$ cat src/rtl/iter_divider.sv
// Radix-2 restoring divider: one quotient bit per cycle, result as {quotient, remainder}.
// Operands arrive on two independent valid/ready channels; the result is a one-cycle pulse.
module iter_divider #(
  parameter int WIDTH  = 32,
  parameter bit SIGNED = 1'b1
) (
  input  logic               clk,
  input  logic               reset,
  input  logic               s_axis_dividend_tvalid,
  output logic               s_axis_dividend_tready,
  input  logic [WIDTH-1:0]   s_axis_dividend_tdata,
  input  logic               s_axis_divisor_tvalid,
  output logic               s_axis_divisor_tready,
  input  logic [WIDTH-1:0]   s_axis_divisor_tdata,
  output logic               m_axis_dout_tvalid,
  output logic [2*WIDTH-1:0] m_axis_dout_tdata
);
  // Handshake: a channel transfers on an edge where tvalid && tready are both high.
  // tready is high only in IDLE while that channel holds no operand; the result side
  // has no back-pressure, tvalid is a single-cycle pulse and tdata holds afterwards.
  localparam int CW = (WIDTH > 1) ? $clog2(WIDTH) : 1;
  localparam logic [CW-1:0] LAST = CW'(WIDTH - 1);

  typedef enum logic [1:0] {IDLE = 2'd0, BUSY = 2'd1, FIX = 2'd2, DONE = 2'd3} state_t;
  state_t state, state_nxt;

  logic               held_dvd, held_dvs;
  logic [WIDTH-1:0]   dvd_q, dvs_q;
  logic [WIDTH-1:0]   rem, dq, dvs_mag;
  logic [CW-1:0]      cnt;
  logic               neg_q, neg_r;
  logic [2*WIDTH-1:0] dout;

  logic               dvd_fire, dvs_fire, start;
  logic               dvd_neg, dvs_neg;
  logic [WIDTH-1:0]   dvd_sel, dvs_sel, dvd_abs, dvs_abs;
  logic [WIDTH:0]     shifted, trial;

  assign s_axis_dividend_tready = (state == IDLE) && !held_dvd;
  assign s_axis_divisor_tready  = (state == IDLE) && !held_dvs;
  assign dvd_fire = s_axis_dividend_tvalid && s_axis_dividend_tready;
  assign dvs_fire = s_axis_divisor_tvalid && s_axis_divisor_tready;
  assign start    = (held_dvd || dvd_fire) && (held_dvs || dvs_fire);

  assign m_axis_dout_tvalid = (state == DONE);
  assign m_axis_dout_tdata  = dout;

  // An operand captured on the same edge as the start comes straight from the bus.
  always_comb begin
    dvd_sel = held_dvd ? dvd_q : s_axis_dividend_tdata;
    dvs_sel = held_dvs ? dvs_q : s_axis_divisor_tdata;
    dvd_neg = SIGNED && dvd_sel[WIDTH-1];
    dvs_neg = SIGNED && dvs_sel[WIDTH-1];
    dvd_abs = dvd_neg ? -dvd_sel : dvd_sel;
    dvs_abs = dvs_neg ? -dvs_sel : dvs_sel;
    shifted = {rem, dq[WIDTH-1]};
    trial   = shifted - {1'b0, dvs_mag};
  end

  always_comb begin
    state_nxt = state;
    case (state)
      IDLE:    if (start) state_nxt = BUSY;
      BUSY:    if (cnt == LAST) state_nxt = FIX;
      FIX:     state_nxt = DONE;
      DONE:    state_nxt = IDLE;
      default: state_nxt = IDLE;
    endcase
  end

  always_ff @(posedge clk) begin
    if (reset) state <= IDLE;
    else       state <= state_nxt;
  end

  always_ff @(posedge clk) begin
    if (reset) begin
      held_dvd <= 1'b0;
      held_dvs <= 1'b0;
      dvd_q    <= '0;
      dvs_q    <= '0;
      rem      <= '0;
      dq       <= '0;
      dvs_mag  <= '0;
      cnt      <= '0;
      neg_q    <= 1'b0;
      neg_r    <= 1'b0;
      dout     <= '0;
    end else begin
      case (state)
        IDLE: begin
          if (dvd_fire) begin
            dvd_q    <= s_axis_dividend_tdata;
            held_dvd <= 1'b1;
          end
          if (dvs_fire) begin
            dvs_q    <= s_axis_divisor_tdata;
            held_dvs <= 1'b1;
          end
          if (start) begin
            dq      <= dvd_abs;
            dvs_mag <= dvs_abs;
            rem     <= '0;
            cnt     <= '0;
            neg_q   <= dvd_neg ^ dvs_neg;
            neg_r   <= dvd_neg;
          end
        end
        BUSY: begin
          // The partial remainder never exceeds the divisor, so trial[WIDTH] is a true sign.
          if (!trial[WIDTH]) begin
            rem <= trial[WIDTH-1:0];
            dq  <= {dq[WIDTH-2:0], 1'b1};
          end else begin
            rem <= shifted[WIDTH-1:0];
            dq  <= {dq[WIDTH-2:0], 1'b0};
          end
          cnt <= (cnt == LAST) ? '0 : cnt + CW'(1);
        end
        FIX: dout <= {neg_q ? -dq : dq, neg_r ? -rem : rem};
        DONE: begin
          held_dvd <= 1'b0;
          held_dvs <= 1'b0;
        end
        default: ;
      endcase
    end
  end
endmodule

$ cat config.mk
export PLATFORM = sky130hd
export DESIGN_NAME = iter_divider
export DESIGN_NICKNAME = d
export VERILOG_FILES = /design/src/rtl/iter_divider.sv
export SDC_FILE = /design/constraint.sdc
export NUM_CORES = 1
export LEC_CHECK = 0
export BUFFER_PORTS_ARGS = -buffer_cell sky130_fd_sc_hd__buf_4
export CAP_MARGIN = 0
export CORE_MARGIN = 5
export CORE_UTILIZATION = 35
export DETAILED_ROUTE_END_ITERATION = 7
export PLACE_DENSITY = 0.56
export SLEW_MARGIN = 30
export SYNTH_ARGS = -nofsm -noshare
export SYNTH_HDL_FRONTEND = slang
export SYNTH_SLANG_ARGS = --single-unit
$ cat constraint.sdc
create_clock -name clk -period 3.85 [get_ports clk]
set_input_delay 0.1925 -clock clk [delete_from_list [all_inputs] [get_ports clk]]
set_output_delay 0.1925 -clock clk [all_outputs]
set_load 0.02 [all_outputs]
==> results of run 1 <==
cells in the mapped netlist, drive strengths merged, types with 43 or more instances:
cell	number	area (um2)
a211oi	77	578
a21oi	186	931
clkbuf	111	418
dfxtp	235	4700
ha	43	538
inv	49	184
mux2i	89	891
nand2	298	1120
nor2	163	612
o21ai	113	566
xnor2	52	455
xor2	78	683
worst max-delay path: stages (launching register included):
cell and delay (ns):
dfxtp_1 0.30, inv_1 0.07, ha_1 0.23, fa_1 0.40, nand2b_1 0.20, a2111oi_0 0.43
buf_4 0.20, o211ai_1 0.17, a21oi_1 0.21, nor2_1 0.07, o211ai_1 0.22, buf_4 0.36
nor2_1 0.09, a221o_1 0.26
layer usage:
layer / vias up / GRT usage (%) / share of wire [%]
met1: 5825 / 27.3 / 54
met3: 35 / 2.18 / 4.2
met4: 0 / 3.53 / 1.3
met2: 235 / 24.7 / 40
met5: - / 0 / 0
li1: 6801 / - / -
worst min-delay path by stage:
| stage | startpoint | to | slack, ns | cells past startpoint |
|---|---|---|---|---|
| global route | reset | m_axis_dout_tdata[16]$_SDFFE_PP0P_ | 0.04 | 2 |
| global placement | dvs_q[26]$_SDFFE_PP0P_ | dvs_q[26]$_SDFFE_PP0P_ | 0.44 | 2 |
| detailed placement | dvs_mag[5]$_SDFFE_PP0P_ | dvs_mag[5]$_SDFFE_PP0P_ | 0.45 | 2 |
| floorplan | s_axis_dividend_tdata[14] | dvd_q[14]$_SDFFE_PP0P_ | 0.33 | 2 |
| finish | reset | m_axis_dout_tdata[16]$_SDFFE_PP0P_ | 0.03 | 2 |
| CTS | reset | m_axis_dout_tdata[16]$_SDFFE_PP0P_ | 0.03 | 2 |
area by class of cell:
class | instances | share of cell area [%]
Clock inverter | 13 | 0.870
Multi-Input combinational cell | 1435 | 51.0
Clock buffer | 39 | 4.71
Timing Repair Buffer | 233 | 11.3
Tap cell | 525 | 3.80
Sequential cell | 235 | 27.3
Inverter | 49 | 1.07
logic make-up (layout without fill, tap and decap cells):
logic type | count (synthesis) | count (layout) | synth area share (%)
AOI/OAI and AO/OA | 507 | 507 | 22.0
adders and majority gates | 44 | 44 | 3.95
buffers and inverters | 176 | 334 | 4.76
xor gates and xnor gates | 130 | 130 | 8.06
and+or+nand+nor | 654 | 654 | 20.8
muxes | 100 | 100 | 7.18
DFF | 235 | 235 | 33.3
through the flow:
stage                     std cells  setup WS, ns  instance area [um2]
after floorplan                1846        0.0938                14100
after global placement         2411         0.517                15600
after detailed placement       2411         0.449                15600
after CTS                      2529         0.450                17300
after global routing           2529         0.251                17300
final                          2529         0.529                17300
where the power goes:
part | switching (mW) | total (mW) | internal (mW)
Sequential | 0.726 | 3.89 | 3.16
Clock | 1.07 | 2.75 | 1.67
Combinational | 6.47 | 11.1 | 4.60
state kept, by name (all words and copies together) (netlist names):
register / cells
state: 2
dvs_q: 32
neg_q: 1
dq: 32
rem: 32
dvs_mag: 32
held_dvs: 1
held_dvd: 1
cnt: 5
dvd_q: 32
m_axis_dout_tdata: 64
neg_r: 1
what timing repair did:
item / CTS / global route
gates resized for setup: 0 / 0
hold buffers: 66 / 0
endpoints found under the hold margin: 66 / 0
endpoints found under the setup margin: 0 / 0
==> results by group, run 1 <==
Setup path
  • Setup crit end: rem[15]$_SDFFE_PP0P_
  • WS Path Type: register to register
  • CP max FO: 19
  • Setup crit end kind: register
  • Reg2reg setup slack: 0.53 ns
  • FF-to-FF End: rem[15]$_SDFFE_PP0P_
  • Worst EP required: 4.29 ns
  • Startpoint Class: register
  • Worst Setup SP: dq[31]$_SDFFE_PP0P_
  • WP data arrival: 3.76 ns
  • R2R depth: 13
  • Reg2reg start: dq[31]$_SDFFE_PP0P_

Drt
  • # DRC: 0
  • Routed WL: 40,100 um
  • TritonRoute pass-1 iters: 5
  • Via density: 5.10
  • WL per Instance: 15.8 um
  • DRT iter0 DRCs: 828
  • Antenna Nets Post-Route: 0
  • Vias: 12,900

Global route
  • GRT Total Usage: 17.2%
  • First-pass GRT wire length: 64,000 um
  • Initial antenna violation count: 0
  • Vias in the first global route: 11,800
  • GRT overflow: 0
  • Largest net degree at the start of global routing: 83

Floorplanning
  • Row cnt: 73
  • Ports: 135
  • Die X: 211 um
  • Die height: 211 um
  • Total die area: 44,500 um2
  • Core box area: 39,800 um2
  • Initial Util: 35.5%

Run
  • Max-cap violations: 0

Power
  • Tot Pwr: 17.7 mW
  • Worst VDD drop: 1.05 mV
  • P_leak: 6.66 nW
  • PD cells: 1030 nW/um2

Logic synthesis
  • Synth Instances: 1,846
  • Net Count, Synth: 1,958
  • Register bit count reported by yosys: 235
  • Seq/Total Area, Yosys: 33.3%
  • Post-synth ARST share: 0%
  • Distinct cell type count after synthesis: 66
  • Yosys warnings: 0
  • Syn avg cell area: 7.66 um2
  • Most used DFF post-synth: dfxtp_1
  • Netlist Area Pre-Place: 14,100 um2
  • Post-synth EDFFs: 0

STA
  • Endpoints failing setup: 0
  • Max Slew Vio Count: 0
  • Fin. Hold Viols: 0
  • Final min period: 3.32 ns
  • F_max: 0.301 GHz
  • Post-Route Setup TNS: 0 ns
  • Worst slew margin: 43.1%
  • Clk_skew: 0.0102 ns
  • RSZ-0062 raised after global routing: no
  • Slew @ Worst Pin: 0.854 ns
  • Tcrit/Tclk final: 86.3%
  • Hold Slack: 0.0275 ns

Cells and area
  • Area Growth Syn to Fin: 22.2%
  • Most common cell after layout, fill and taps aside: nand2_1
  • Fillers: 4,101
  • Multi-input logic area: 8810 um2
  • Nets: 2,094
  • Number of diodes: 0
  • Register area: 4710 um2
  • Most frequent cells in the layout: nand2_1 (296), dfxtp_1 (232), a21oi_1 (186), buf_4 (164), nor2_1 (161)
  • Core Util, Final: 43.4%
  • Layout cells sized above 1: 12.3%

CTS
  • Clock transition at the registers of the reported paths: 0.06 ns
  • H-tree depth: 1
  • Setup bufs post-CTS: 0
  • TritonCTS clock tree: built
  • Num CTS Buffers: 28
  • Root Driver: clkbuf_16
  • CTS Buffer Depth: 3
  • Clock Latency Late Sink: 0.56 ns
  • TritonCTS Sinks: 235

Placed design
  • Port Buffers: 134
  • Detailed placement HPWL: 29,600 um
  • Placer Congestion: 0.848

Hold path
  • Hold WC Path Type: input pin to register

Run status
  • Status: finished, final reports clean
No activity file was read; power rests on OpenSTA's default activity.
==> run 2: changes to the inputs <==
RECOVER_POWER = 50   (was unset)
==> run 2 against run 1 <==
The run now ends with capacitance limit, slew limit left. Sequential power barely moved. Critical path depth down 5. Hold slack better by 0.0025 ns. Combinational power barely moved. Clock skew decreased by 0.0013 ns. Register-to-register slack got worse by 0.04 ns. Utilization down 0.68 points. Cell count unchanged. Clock power hardly changed.
==> results by group, run 2 (synthesis gave the netlist of run 1 again) <==
Run status
  • Status: finished, violations left
  • Failing checks: capacitance limit, slew limit

Setup path
  • Setup crit end kind: register
  • Critical Path, Cell by Cell: buf_4 -> mux2i_1 -> o221ai_1 -> nor2b_1 -> nor2b_1 -> nand3b_1 -> or3_1 -> a221oi_1
  • Critical path's top delay family: simple AND/OR/NAND/NOR gates
  • WP data arrival: 3.82 ns (+0.06 ns)
  • Worst EP required: 4.31 ns (+0.02 ns)
  • Startpoint Class: register
  • Worst path most repeated cell: nor2b_1
  • CP max-delay cell: dfxtp_1
  • Max stage delay on crit path: 0.84 ns (+0.41 ns)
  • WS Path Type: register to register
  • CP max FO: 27 (+8)
  • Buf/Inv on CP: 1 (-2)

Floorplanning
  • Initial Util: 35.5% (unchanged)
  • Total die area: 44,500 um2 (unchanged)
  • Die X: 211 um (unchanged)
  • Die height: 211 um (unchanged)
  • Row cnt: 73 (unchanged)
  • Ports: 135 (unchanged)
  • Core box area: 39,800 um2 (unchanged)

CTS
  • Clock transition at the registers of the reported paths: 0.06 ns (about the same)
  • TritonCTS Sinks: 235 (unchanged)
  • H-tree depth: 1 (unchanged)
  • Clock Latency Late Sink: 0.56 ns (about the same)
  • Num CTS Buffers: 28 (unchanged)
  • CTS Buffer Depth: 3 (unchanged)
  • Root Driver: clkbuf_16
  • TritonCTS clock tree: built
  • Resize count post-CTS: 0 (unchanged)

STA
  • Clk_skew: 0.00892 ns (-0.00125 ns)
  • Final min period: 3.36 ns (+0.0425 ns)
  • Tcrit/Tclk final: 87.4% (+1.1 points)
  • Fin. Hold Viols: 0 (unchanged)
  • F_max: 0.297 GHz (-1.3%)
  • Endpoints failing setup: 0 (unchanged)
  • RSZ-0062 raised after global routing: no
  • Post-Route Setup TNS: 0 ns (unchanged)
  • Worst slew margin: -49.8% (-93 points)
  • Max Slew Vio Count: 61 (+61)
  • Slew @ Worst Pin: 2.25 ns (+1.39 ns)
  • Setup ws final: 0.486 ns (-0.0425 ns)

Cells and area
  • Most common cell after layout, fill and taps aside: nand2_1
  • Fillers: 4,163 (+1.5%)
  • Number of diodes: 0 (unchanged)
  • Nets: 2,094 (unchanged)
  • Design Area, Final: 17,000 um2 (-1.6%)
  • Area Growth Syn to Fin: 20.2%
  • Largest register FFs: 64 (unchanged)
  • Layout cells sized above 1: 8.78% (-3.5 points)
  • Most frequent cells in the layout: nand2_1 (298), dfxtp_1 (233), a21oi_1 (186), nor2_1 (161), o21ai_0 (111)

Power
  • Worst VDD drop: 1.04 mV (-0.67%)
  • NetSw: 8.25 mW (-0.17%)
  • P_leak: 6.38 nW (-4.2%)
  • Sw frac: 47.2% (+0.46 points)
  • Seq pwr share: 22.2% (+0.2 points)
  • Combinational Power Share: 62.1% (-0.4 points)
  • Tot Pwr: 17.5 mW (-1.1%)
  • PD cells: 1030 nW/um2 (+0.43%)
  • Internal: 9.25 mW (-2.0%)
  • Clock Power Share: 15.7% (+0.2 points)

Drt
  • Antenna Nets Post-Route: 0 (unchanged)
  • DRT iter0 DRCs: 848 (+2.4%)
  • # DRC: 0 (unchanged)
  • TritonRoute pass-1 iters: 5 (unchanged)
  • Routed WL: 40,200 um (+0.24%)
  • Vias: 12,900 (+0.12%)
  • Via density: 5.11 (+0.12%)
  • WL per Instance: 15.9 um (+0.24%)

Global route
  • Vias in the first global route: 11,800 (unchanged)
  • GRT overflow: 0 (unchanged)
  • GRT Total Usage: 17.2% (unchanged)
  • Largest net degree at the start of global routing: 83 (unchanged)
  • First-pass GRT wire length: 64,000 um (unchanged)
  • Initial antenna violation count: 0 (unchanged)

Placed design
  • DP Area: 15,600 um2 (unchanged)
  • Placer Congestion: 0.848 (unchanged)
  • Port Buffers: 134 (unchanged)
  • Detailed placement HPWL: 29,600 um (unchanged)
  • Place WS: 0.449 ns (unchanged)

Hold path
  • Hold WC Path Type: input pin to register

Run
  • Max-cap violations: 1 (+1)
==> run 2: cell types whose count changed in the layout (fill, tap and decap cells not counted), sizes merged <==
cell and delta:
buf -67, clkbuf +67
==> run 2: metal layers <==
| layer | global-route usage, % | wire length [um] | vias up |
|---|---|---|---|
| met4 | 3.53 | 553 | 0 |
| met5 | 0 | 0 | - |
| met2 | 24.7 | 16200 | 233 |
| li1 | - | - | 6796 |
| met3 | 2.18 | 1630 | 40 |
| met1 | 27.3 | 21700 | 5842 |
==> run 2: cell type report <==
cell class              count  area [um2]  area share, %
multi-input cells        1435        8790           51.7
flip-flops and latches    235        4710           27.7
repair buffers            233        1690           9.95
clock buffers              39         813           4.79
well taps                 525         657           3.87
inverters                  49         184           1.08
clock inverters            13         150          0.883
==> run 2: what timing repair did <==
action	4_1_cts	5_1_grt
setup buffers	0	0
hold endpoints to repair	66	0
hold buffers	66	0
==> run 2: power groups by stage <==
stage	clock (mW)	combinational, mW	sequential (mW)
2_1_floorplan	0	8.20	3.95
3_3_place_gp	0	10.9	3.91
3_5_place_dp	0	11.0	3.94
4_1_cts	2.83	11.1	3.88
5_1_grt	2.93	12.1	4.00
6_report	2.75	10.9	3.88
==> run 2: path summary, 6_finish.rpt <==
check	from	end	slack [ns]	cells past startpoint
worst min register to register	dvs_mag[24]$_SDFFE_PP0P_	dvs_mag[24]$_SDFFE_PP0P_	0.45	2
worst min-delay path	reset	m_axis_dout_tdata[16]$_SDFFE_PP0P_	0.03	2
worst max-delay path	held_dvd$_SDFFE_PP0P_	dq[31]$_SDFFE_PP0P_	0.49	8
worst max register to register	held_dvd$_SDFFE_PP0P_	dq[31]$_SDFFE_PP0P_	0.49	8
==> run 2: through the flow <==
| stage | util (%) | instances | hold WS (ns) |
|---|---|---|---|
| finish | 42.7 | 2529 | 0.0300 |
| CTS | 43.3 | 2529 | 0.0297 |
| global placement | 39.2 | 2411 | 0.438 |
| floorplan | - | 1846 | 0.328 |
| detailed placement | 39.3 | 2411 | 0.446 |
| global route | 42.7 | 2529 | 0.0351 |
==> run 3: changes to the inputs <==
CELL_PAD_IN_SITES_DETAIL_PLACEMENT = 0   (was unset)
CELL_PAD_IN_SITES_GLOBAL_PLACEMENT = 1   (was unset)
PLACE_DENSITY = 0.7   (was 0.56)
==> run 3 against run 2 <==
The run still ends with capacitance limit, slew limit left. Cell area fell by 0.32%. Hold slack better by 0.027 ns. Sequential share of layout area grew 0.088 points. Utilization shrank 0.14 points. Clock power barely moved. Register-to-register slack worse by 0.05 ns. Critical path type unchanged. Largest cell class unchanged. Largest power group unchanged.
==> results by group, run 3 (synthesis gave the netlist of run 1 again) <==
Run status
  • Status: finished, violations left
  • Failing checks: capacitance limit, slew limit

STA
  • Post-Route Setup TNS: 0 ns (unchanged)
  • Fin. Hold Viols: 0 (unchanged)
  • Max Slew Vio Count: 63 (+3.3%)
  • Final min period: 3.41 ns (+0.0491 ns)
  • F_max: 0.293 GHz (-1.4%)
  • Tcrit/Tclk final: 88.6% (+1.3 points)
  • RSZ-0062 raised after global routing: no
  • Clk_skew: 0.0134 ns (+0.00443 ns)
  • Worst slew margin: -51.3% (-1.5 points)
  • Endpoints failing setup: 0 (unchanged)
  • Slew @ Worst Pin: 2.27 ns (+0.0227 ns)

Cells and area
  • Most common cell after layout, fill and taps aside: nand2_1
  • Area Growth Syn to Fin: 19.9%
  • Fillers: 4,132 (-0.74%)
  • Largest register FFs: 64 (unchanged)
  • Core Util, Final: 42.5% (-0.14 points)
  • Number of diodes: 0 (unchanged)
  • Register area: 4710 um2 (unchanged)
  • Layout cells sized above 1: 8.56% (-0.22 points)
  • Multi-input logic area: 8770 um2 (-0.23%)
  • Nets: 2,089 (-0.24%)
  • Most frequent cells in the layout: nand2_1 (298), dfxtp_1 (233), a21oi_1 (186), nor2_1 (162), o21ai_0 (111)

CTS
  • Clock transition at the registers of the reported paths: 0.06 ns (about the same)
  • CTS Buffer Depth: 3 (unchanged)
  • Root Driver: clkbuf_16
  • Setup bufs post-CTS: 0 (unchanged)
  • H-tree depth: 1 (unchanged)
  • Num CTS Buffers: 28 (unchanged)
  • TritonCTS clock tree: built
  • Clock Latency Late Sink: 0.56 ns (about the same)
  • TritonCTS Sinks: 235 (unchanged)
  • Resize count post-CTS: 0 (unchanged)
  • CTS Hold Bufs: 66 (unchanged)

Run
  • Max-cap violations: 1 (unchanged)

Drt
  • WL per Instance: 15.7 um (-0.83%)
  • DRT iter0 DRCs: 811 (-4.4%)
  • Antenna Nets Post-Route: 0 (unchanged)
  • TritonRoute pass-1 iters: 6 (+1)
  • # DRC: 0 (unchanged)
  • Routed WL: 39,700 um (-1.1%)
  • Via density: 5.05 (-1.1%)
  • Vias: 12,700 (-1.3%)

Setup path
  • Reg2reg setup slack: 0.44 ns (-0.05 ns)
  • Setup crit end kind: register
  • Reg2reg start: dq[31]$_SDFFE_PP0P_
  • Critical path's top delay family: compound AO/OA/AOI/OAI gates
  • Startpoint Class: register
  • WS Path Type: register to register
  • Worst EP required: 4.29 ns (-0.02 ns)
  • Worst Setup SP: dq[31]$_SDFFE_PP0P_
  • Setup crit end: rem[31]$_SDFFE_PP0P_
  • Buf/Inv on CP: 3 (+2)
  • R2R depth: 13 (+5)
  • CP max FO: 42 (+56%)
  • FF-to-FF End: rem[31]$_SDFFE_PP0P_
  • Max stage delay on crit path: 0.42 ns (-0.42 ns)
  • WP data arrival: 3.85 ns (+0.03 ns)
  • Critical Path, Cell by Cell: inv_1 -> ha_1 -> fa_1 -> nand2b_1 -> a2111oi_0 -> buf_4 -> o211ai_1 -> a21oi_1 -> nor2_1 -> o211ai_1 -> buf_12 -> nor2_1 -> a221o_1
  • CP max-delay cell: a2111oi_0
  • Path length in cells of the critical path: 13 (+5)

Power
  • P_leak: 6.34 nW (-0.58%)
  • PD cells: 1030 nW/um2 (+0.51%)
  • Worst VDD drop: 0.749 mV (-28%)

Floorplanning
  • Total die area: 44,500 um2 (unchanged)
  • Ports: 135 (unchanged)
  • Core box area: 39,800 um2 (unchanged)
  • Die height: 211 um (unchanged)
  • Die X: 211 um (unchanged)
  • Initial Util: 35.5% (unchanged)
  • Row cnt: 73 (unchanged)

Placed design
  • Detailed placement HPWL: 29,200 um (-1.4%)
  • Port Buffers: 134 (unchanged)
  • Placer Congestion: 0.853 (+0.52%)

Global route
  • Initial antenna violation count: 0 (unchanged)
  • GRT Total Usage: 17.2% (+0.020 points)
  • First-pass GRT wire length: 64,300 um (+0.52%)
  • Vias in the first global route: 11,600 (-1.4%)
  • Largest net degree at the start of global routing: 94 (+13%)
  • GRT overflow: 0 (unchanged)

Hold path
  • Hold WC Path Type: input pin to register
[run 3: cell types whose count changed in the layout (fill, tap and decap cells not counted), sizes merged]
| cell | change |
|---|---|
| clkbuf | +2 |
| clkinv | -4 |
| bufinv | -1 |
| clkinvlp | +3 |
| buf | -6 |
[run 3: metrics by stage]
step / setup WS, ns / instances / instance area (um2) / hold WS (ns) / power, mW
floorplan: 0.0938 / 1846 / 14100 / 0.328 / 12.2
global placement: 0.552 / 2406 / 15600 / 0.438 / 14.8
detailed placement: 0.499 / 2406 / 15600 / 0.444 / 14.9
CTS: 0.418 / 2523 / 17200 / 0.0224 / 17.8
global route: 0.122 / 2523 / 16900 / 0.0669 / 19.2
finish: 0.437 / 2523 / 16900 / 0.0571 / 17.5
[run 3: per-layer routing]
layer / GRT usage [%] / routed length [um] / vias to the layer above
met2: 22.4 / 14900 / 213
li1: - / - / 6781
met4: 3.58 / 587 / 0
met3: 2.12 / 1550 / 34
met5: 0 / 0 / -
met1: 29.2 / 22700 / 5712
[run 3: worst min path at each step]
stage / cells past startpoint / startpoint / slack [ns] / endpoint
4_1_cts: 2 / reset / 0.02 / m_axis_dout_tdata[0]$_SDFFE_PP0P_
6_report: 2 / reset / 0.06 / m_axis_dout_tdata[0]$_SDFFE_PP0P_
3_3_place_gp: 2 / dvd_q[15]$_SDFFE_PP0P_ / 0.44 / dvd_q[15]$_SDFFE_PP0P_
2_1_floorplan: 2 / s_axis_dividend_tdata[14] / 0.33 / dvd_q[14]$_SDFFE_PP0P_
5_1_grt: 2 / reset / 0.07 / m_axis_dout_tdata[16]$_SDFFE_PP0P_
3_5_place_dp: 2 / dvs_q[27]$_SDFFE_PP0P_ / 0.44 / dvs_q[27]$_SDFFE_PP0P_
[run 3: worst register-to-register path, cell delays in order (launching register included)]
cell and delay, ns:
dfxtp_1 0.30, inv_1 0.08, ha_1 0.24, fa_1 0.41
nand2b_1 0.21, a2111oi_0 0.42, buf_4 0.20, o211ai_1 0.17
a21oi_1 0.24, nor2_1 0.08, o211ai_1 0.31, buf_12 0.30
nor2_1 0.09, a221o_1 0.26
[run 3: final cells by class]
type,count,area share [%]
Multi-Input combinational cell,1435,51.8
Sequential cell,235,27.8
Timing Repair Buffer,228,9.77
Clock buffer,40,5.00
Tap cell,525,3.88
Inverter,49,1.09
Clock inverter,11,0.702
[run 3: power by group]
part / leakage [nW] / switching [mW] / internal (mW)
clock network: 0.467 / 1.07 / 1.66
logic: 3.95 / 6.44 / 4.42
registers: 1.92 / 0.784 / 3.16
total: 6.34 / 8.29 / 9.24
